==> src/rtl/irrigation_pkg.sv <==
`default_nettype none
// +------------------------------------------------------------------+
// | irrigation_pkg: phase/mode encodings shared by the irrigation     |
// | sequencer, its phase timer and the front end.                     |
// | Revision: 1.0                                                     |
// +------------------------------------------------------------------+
package irrigation_pkg;

  localparam logic [2:0] IDLE     = 3'd0;
  localparam logic [2:0] FILL     = 3'd1;
  localparam logic [2:0] SPRINKLE = 3'd2;
  localparam logic [2:0] DRIP     = 3'd3;
  localparam logic [2:0] CLEAN    = 3'd4;
  localparam logic [2:0] FAULT    = 3'd5;

  localparam logic [1:0] MODE_NONE = 2'b00;
  localparam logic [1:0] MODE_SPR  = 2'b01;
  localparam logic [1:0] MODE_DRIP = 2'b10;
  localparam logic [1:0] MODE_BOTH = 2'b11;

  typedef enum logic [2:0] {
    ST_IDLE     = IDLE,
    ST_FILL     = FILL,
    ST_SPRINKLE = SPRINKLE,
    ST_DRIP     = DRIP,
    ST_CLEAN    = CLEAN,
    ST_FAULT    = FAULT
  } state_e;

  // A zero duration would make a phase unreachable-by-tick; treat it as one tick.
  function automatic int eff_ticks(input int t);
    return (t == 0) ? 1 : t;
  endfunction

endpackage
`default_nettype wire

==> src/rtl/irrigation_scheduler_phase_timer.sv <==
`default_nettype none
// +------------------------------------------------------------------+
// | phase_timer: CNT_W-bit down-counter, load wins over tick; flags   |
// | time_over on a tick that finds the counter at zero.               |
// | Revision: 1.0                                                     |
// +------------------------------------------------------------------+
module phase_timer #(
  parameter int CNT_W = 8
) (
  input  logic             clock,
  input  logic             reset_n,
  input  logic             load,
  input  logic [CNT_W-1:0] load_val,
  input  logic             tick,
  output logic             time_over
);

  localparam logic [CNT_W-1:0] c_one = CNT_W'(1);

  logic [CNT_W-1:0] r_count_q;
  logic [CNT_W-1:0] w_count_d;
  logic             w_zero;

  // Counter holds at zero so an expired phase with no reload stays expired.
  always_comb begin
    w_zero    = (r_count_q == '0);
    w_count_d = r_count_q;
    if (load) begin
      w_count_d = load_val;
    end else if (tick && !w_zero) begin
      w_count_d = r_count_q - c_one;
    end
  end

  always_ff @(posedge clock or negedge reset_n) begin
    if (!reset_n) begin
      r_count_q <= '0;
    end else begin
      r_count_q <= w_count_d;
    end
  end

  assign time_over = tick & w_zero;

endmodule
`default_nettype wire

==> src/rtl/irrigation_scheduler.sv <==
`default_nettype none
// +------------------------------------------------------------------+
// | irrigation_scheduler: FILL -> SPRINKLE/DRIP -> CLEAN sequencer    |
// | with valve decode, abort handling and tank-low fault.             |
// | Revision: 1.0                                                     |
// +------------------------------------------------------------------+
module irrigation_scheduler
  import irrigation_pkg::*;
#(
  parameter int CNT_W      = 8,
  parameter int T_FILL     = 20,
  parameter int T_SPRINKLE = 30,
  parameter int T_DRIP     = 60,
  parameter int T_CLEAN    = 10
) (
  input  logic       clock,
  input  logic       reset_n,
  input  logic       tick,
  input  logic       req_valid,
  input  logic [1:0] req_mode,
  output logic       req_ready,
  input  logic       abort,
  input  logic       level_low,
  input  logic       fault_clr,
  output logic [2:0] phase,
  output logic       valve_fill,
  output logic       valve_sprinkler,
  output logic       valve_drip,
  output logic       valve_drain,
  output logic       busy,
  output logic       cycle_done,
  output logic       fault
);

  localparam logic [CNT_W-1:0] c_load_fill  = CNT_W'(eff_ticks(T_FILL) - 1);
  localparam logic [CNT_W-1:0] c_load_spr   = CNT_W'(eff_ticks(T_SPRINKLE) - 1);
  localparam logic [CNT_W-1:0] c_load_drip  = CNT_W'(eff_ticks(T_DRIP) - 1);
  localparam logic [CNT_W-1:0] c_load_clean = CNT_W'(eff_ticks(T_CLEAN) - 1);

  state_e           r_state_q;
  state_e           w_state_d;
  logic [1:0]       r_mode_q;
  logic [1:0]       w_mode_d;
  logic             r_cycle_done_q;
  logic             w_cycle_done_d;
  logic             w_load;
  logic [CNT_W-1:0] w_load_val;
  logic             w_tick_act;
  logic             w_time_over;

  // The timebase only advances the timer while a timed phase is running.
  assign w_tick_act = tick & ((r_state_q == ST_FILL) || (r_state_q == ST_SPRINKLE) ||
                              (r_state_q == ST_DRIP) || (r_state_q == ST_CLEAN));

  phase_timer #(
    .CNT_W (CNT_W)
  ) u_phase_timer (
    .clock     (clock),
    .reset_n   (reset_n),
    .load      (w_load),
    .load_val  (w_load_val),
    .tick      (w_tick_act),
    .time_over (w_time_over)
  );

  always_comb begin
    w_state_d      = r_state_q;
    w_mode_d       = r_mode_q;
    w_cycle_done_d = 1'b0;
    w_load         = 1'b0;
    w_load_val     = '0;
    case (r_state_q)
      ST_IDLE: begin
        if (req_valid && (req_mode != MODE_NONE)) begin
          w_mode_d   = req_mode;
          w_state_d  = ST_FILL;
          w_load     = 1'b1;
          w_load_val = c_load_fill;
        end
      end
      ST_FILL: begin
        if (abort) begin
          w_state_d  = ST_CLEAN;
          w_load     = 1'b1;
          w_load_val = c_load_clean;
        end else if (w_time_over) begin
          w_load = 1'b1;
          if (r_mode_q == MODE_DRIP) begin
            w_state_d  = ST_DRIP;
            w_load_val = c_load_drip;
          end else begin
            w_state_d  = ST_SPRINKLE;
            w_load_val = c_load_spr;
          end
        end
      end
      ST_SPRINKLE: begin
        if (level_low) begin
          w_state_d = ST_FAULT;
        end else if (abort) begin
          w_state_d  = ST_CLEAN;
          w_load     = 1'b1;
          w_load_val = c_load_clean;
        end else if (w_time_over) begin
          w_load = 1'b1;
          if (r_mode_q == MODE_BOTH) begin
            w_state_d  = ST_DRIP;
            w_load_val = c_load_drip;
          end else begin
            w_state_d  = ST_CLEAN;
            w_load_val = c_load_clean;
          end
        end
      end
      ST_DRIP: begin
        if (level_low) begin
          w_state_d = ST_FAULT;
        end else if (abort || w_time_over) begin
          w_state_d  = ST_CLEAN;
          w_load     = 1'b1;
          w_load_val = c_load_clean;
        end
      end
      ST_CLEAN: begin
        if (w_time_over) begin
          w_state_d      = ST_IDLE;
          w_cycle_done_d = 1'b1;
        end
      end
      ST_FAULT: begin
        if (fault_clr && !level_low) begin
          w_state_d = ST_IDLE;
        end
      end
      default: begin
        w_state_d = ST_IDLE;
      end
    endcase
  end

  always_ff @(posedge clock or negedge reset_n) begin
    if (!reset_n) begin
      r_state_q      <= ST_IDLE;
      r_mode_q       <= MODE_NONE;
      r_cycle_done_q <= 1'b0;
    end else begin
      r_state_q      <= w_state_d;
      r_mode_q       <= w_mode_d;
      r_cycle_done_q <= w_cycle_done_d;
    end
  end

  // Valves are a pure decode of the state register, so reset closes them at once.
  always_comb begin
    valve_fill      = 1'b0;
    valve_sprinkler = 1'b0;
    valve_drip      = 1'b0;
    valve_drain     = 1'b0;
    case (r_state_q)
      ST_FILL:     valve_fill      = 1'b1;
      ST_SPRINKLE: valve_sprinkler = 1'b1;
      ST_DRIP:     valve_drip      = 1'b1;
      ST_CLEAN:    valve_drain     = 1'b1;
      default:     ;
    endcase
  end

  assign phase      = r_state_q;
  assign req_ready  = (r_state_q == ST_IDLE);
  assign busy       = (r_state_q != ST_IDLE);
  assign fault      = (r_state_q == ST_FAULT);
  assign cycle_done = r_cycle_done_q;

endmodule
`default_nettype wire

==> config.mk <==
export PLATFORM = sky130hd
export DESIGN_NAME = irrigation_scheduler
export DESIGN_NICKNAME = d
export VERILOG_FILES = /design/src/rtl/irrigation_pkg.sv /design/src/rtl/irrigation_scheduler_phase_timer.sv /design/src/rtl/irrigation_scheduler.sv
export SDC_FILE = /design/constraint.sdc
export NUM_CORES = 1
export LEC_CHECK = 0
export ABC_AREA = 1
export BUFFER_PORTS_ARGS = -buffer_cell sky130_fd_sc_hd__buf_4
export CAP_MARGIN = 0
export CORE_MARGIN = 5
export CORE_UTILIZATION = 55
export CTS_CLUSTER_DIAMETER = 80
export DETAILED_ROUTE_END_ITERATION = 12
export PLACE_DENSITY = 0.82
export SETUP_SLACK_MARGIN = 0.3
export SYNTH_ARGS = -nofsm -noshare
export SYNTH_HDL_FRONTEND = slang
export SYNTH_SLANG_ARGS = --single-unit
==> constraint.sdc <==
create_clock -name clock -period 3.5 [get_ports clock]
set_input_delay 0.525 -clock clock [delete_from_list [all_inputs] [get_ports clock]]
set_output_delay 0.525 -clock clock [all_outputs]
set_load 0.03 [all_outputs]
==> results_dict.tcl <==
set metrics [dict create \
    ant_nets 0 \
    route.detailed.drc 0 \
    antenna_found_initial 0 \
    finalCoreUtilization 0.6852 \
    core_um2 1689 \
    slew_headroom 0.7614 \
    htree_levels 1 \
    grt_first_pass_wirelength_mm 3.774 \
    n_antenna_cell 0 \
    leakage_nw 0.6293 \
    setup_tns_ns 0 \
    drt_iter0_drc 26 \
    die_h_um 51.72 \
    yosys-top-cells-area "dfrtp_1, nand2_1, inv_1" \
    drv_cap 0 \
    period_share 0.5494 \
    seqPwrFrac 0.280 \
    synth.distinct_cells 25 \
    stdcell_count 175 \
    vdd_ir_drop_max_v 0.0004797 \
    r2r_cells 8 \
    cts_tree "built" \
    crit_cells 4 \
    crit_fanout 6 \
    rsz0062_at_grt "no" \
    synth.yosys.seq_area_share 0.3660 \
    ys_ff_latch 14 \
    grt_max_degree 15 \
    power_switching_mw 0.4964 \
    worst_pin_slew_ns 0.3541 \
    start_util 0.5667 \
    cts-root-buf "clkbuf_4" \
    drive_above_1_share 0.2278 \
    cts-resized-gates 0 \
    power.total_mw 0.9795 \
    rows 15 \
    critical-path-top-delay-family "flip-flops" \
    slew_viol_final 0 \
    routed_wl_mm 2.184 \
    dp_slack_ns 1.814 \
    status "finished, final reports clean" \
    slowest_stage "dfrtp_1" \
    internal_power_mw 0.4831 \
    synthesis.area_um2 957.2 \
    path_clk_slew_ns 0.09 \
    gp_congestion 0.8908 \
    hold_viol 0 \
    critPathRequiredTime_ns 2.97 \
    grtUsageTotal 0.1882 \
    place_inst 171 \
    fin_ws_ns 1.577 \
    die_width_um 51.72 \
    die_area_um2 2674 \
    area_growth_pct 20.92 \
    nFillCells 139 \
    clockBufferDepth 2 \
    port_buffers 19 \
    nets 170 \
    synth_top_area_cell "dfrtp_1" \
    p_comb_frac 0.596 \
    critPathLaunch "phase[2]" \
    hold_buffers 0 \
    timing.hold.ws_ns 0.06187 \
    cp-start-kind "register" \
    p_per_area_nw_per_um2 846.3 \
    worstHoldPathType "input port to async pin" \
    yosysWarnings 0 \
    final_cell_mix "nand2_1, buf_4, inv_1" \
    period_minus_slack_ns 1.923 \
    clockPowerShare 0.124 \
    ios 20 \
    layout_commonest_cell "nand2_1" \
    num_vias 939 \
    post_drt_via_cell_ratio 5.366 \
    hpwl_mm 1.757 \
    synth_top_area_frac 0.3660 \
    path_cells "inv_1, nand2_1, nor2_1, buf_4" \
    clk_latency_ns 0.29 \
    grt_pass1_vias 867 \
    final_area_um2 1157 \
    crit_arrival_ns 1.40 \
    r2r-start "phase[2]" \
    crit_type "register to output port" \
    slowest_delay_ns 0.42 \
    seqCellArea_um2 350.3 \
    worstPathBufferInverterCount 2 \
    finalSetupViolCount 0 \
    grt_overflow 0 \
    multi_input_area_um2 535.5 \
    avgSynthCellArea_um2 7.090 \
    place_area_um2 1121 \
    p_sw_frac 0.5068 \
    routedWlPerCell_um 12.48 \
    max_freq_mhz 520.0 \
    post_cts_buffers 0 \
    skew_ns 0.006496 \
    dr.pass1.iters 4 \
    synthCells 135 \
    syn-num-nets 146 \
    endpoint_kind "output port" \
    cts.sinks 14 \
    cts_buffers 3 \
]
power by group through the flow:
stage,sequential [mW],combinational [mW],clock [mW]
floorplan,0.285,0.410,0
global placement,0.272,0.572,0
detailed placement,0.276,0.581,0
CTS,0.273,0.587,0.120
global route,0.283,0.655,0.129
finish,0.274,0.584,0.122
routing by layer:
| layer | share of wire | vias to the layer above | GRT usage |
|---|---|---|---|
| met2 | 0.47 | 34 | 0.3072 |
| met1 | 0.45 | 421 | 0.2523 |
| li1 | - | 479 | - |
| met4 | 0.016 | 0 | 0.06550 |
| met3 | 0.072 | 5 | 0.02865 |
| met5 | 0 | - | 0 |
final cells by class:
type	instances	area share
Clock buffer	4	0.03135
Inverter	19	0.06162
Multi-Input combinational cell	102	0.4627
Sequential cell	14	0.3027
Tap cell	17	0.01838
Timing Repair Buffer	19	0.1232
final timing paths:
| path | end | slack, ns |
|---|---|---|
| worst min register to register | r_mode_q[0] | 0.51 |
| worst max-delay path | valve_sprinkler | 1.58 |
| max in group asynchronous | r_mode_q[1] | 3.26 |
| worst max register to register | u_phase_timer.r_count_q[2] | 1.80 |
| worst min-delay path | phase[2] | 0.06 |
| min in group clock | r_mode_q[0] | 0.44 |
cells in the mapped netlist:
| master | instances |
|---|---|
| a21oi_1 | 4 |
| a21oi_2 | 1 |
| a221oi_1 | 1 |
| a31oi_1 | 1 |
| dfrtp_1 | 14 |
| ha_1 | 2 |
| inv_1 | 17 |
| inv_2 | 2 |
| nand2_1 | 38 |
| nand2_2 | 3 |
| nand2_4 | 1 |
| nand3_1 | 8 |
| nand3_2 | 1 |
| nand3_4 | 1 |
| nand4_1 | 3 |
| nor2_1 | 15 |
| nor2_2 | 2 |
| nor2_4 | 1 |
| nor3_1 | 2 |
| o211ai_1 | 1 |
| o21ai_0 | 10 |
| o21ai_2 | 1 |
| o21bai_1 | 1 |
| xnor2_1 | 3 |
| xor2_1 | 2 |
state kept, by name (all words and copies together), names as in the netlist:
| register | cells |
|---|---|
| cycle_done | 1 |
| phase | 3 |
| r_mode_q | 2 |
| u_phase_timer.r_count_q | 8 |
cell families (layout without fill, tap and decap cells):
kind of cell,count (synthesis),count (layout),share of synthesized area
AO/OA/AOI/OAI,20,20,0.1229
XOR/XNOR,5,5,0.04576
adder cells (fa/ha/maj),2,2,0.02614
buffers and inverters,19,42,0.07451
flip-flops,14,14,0.3660
AND/OR/NAND/NOR,75,75,0.3647
No activity file was read; power rests on OpenSTA's default activity.
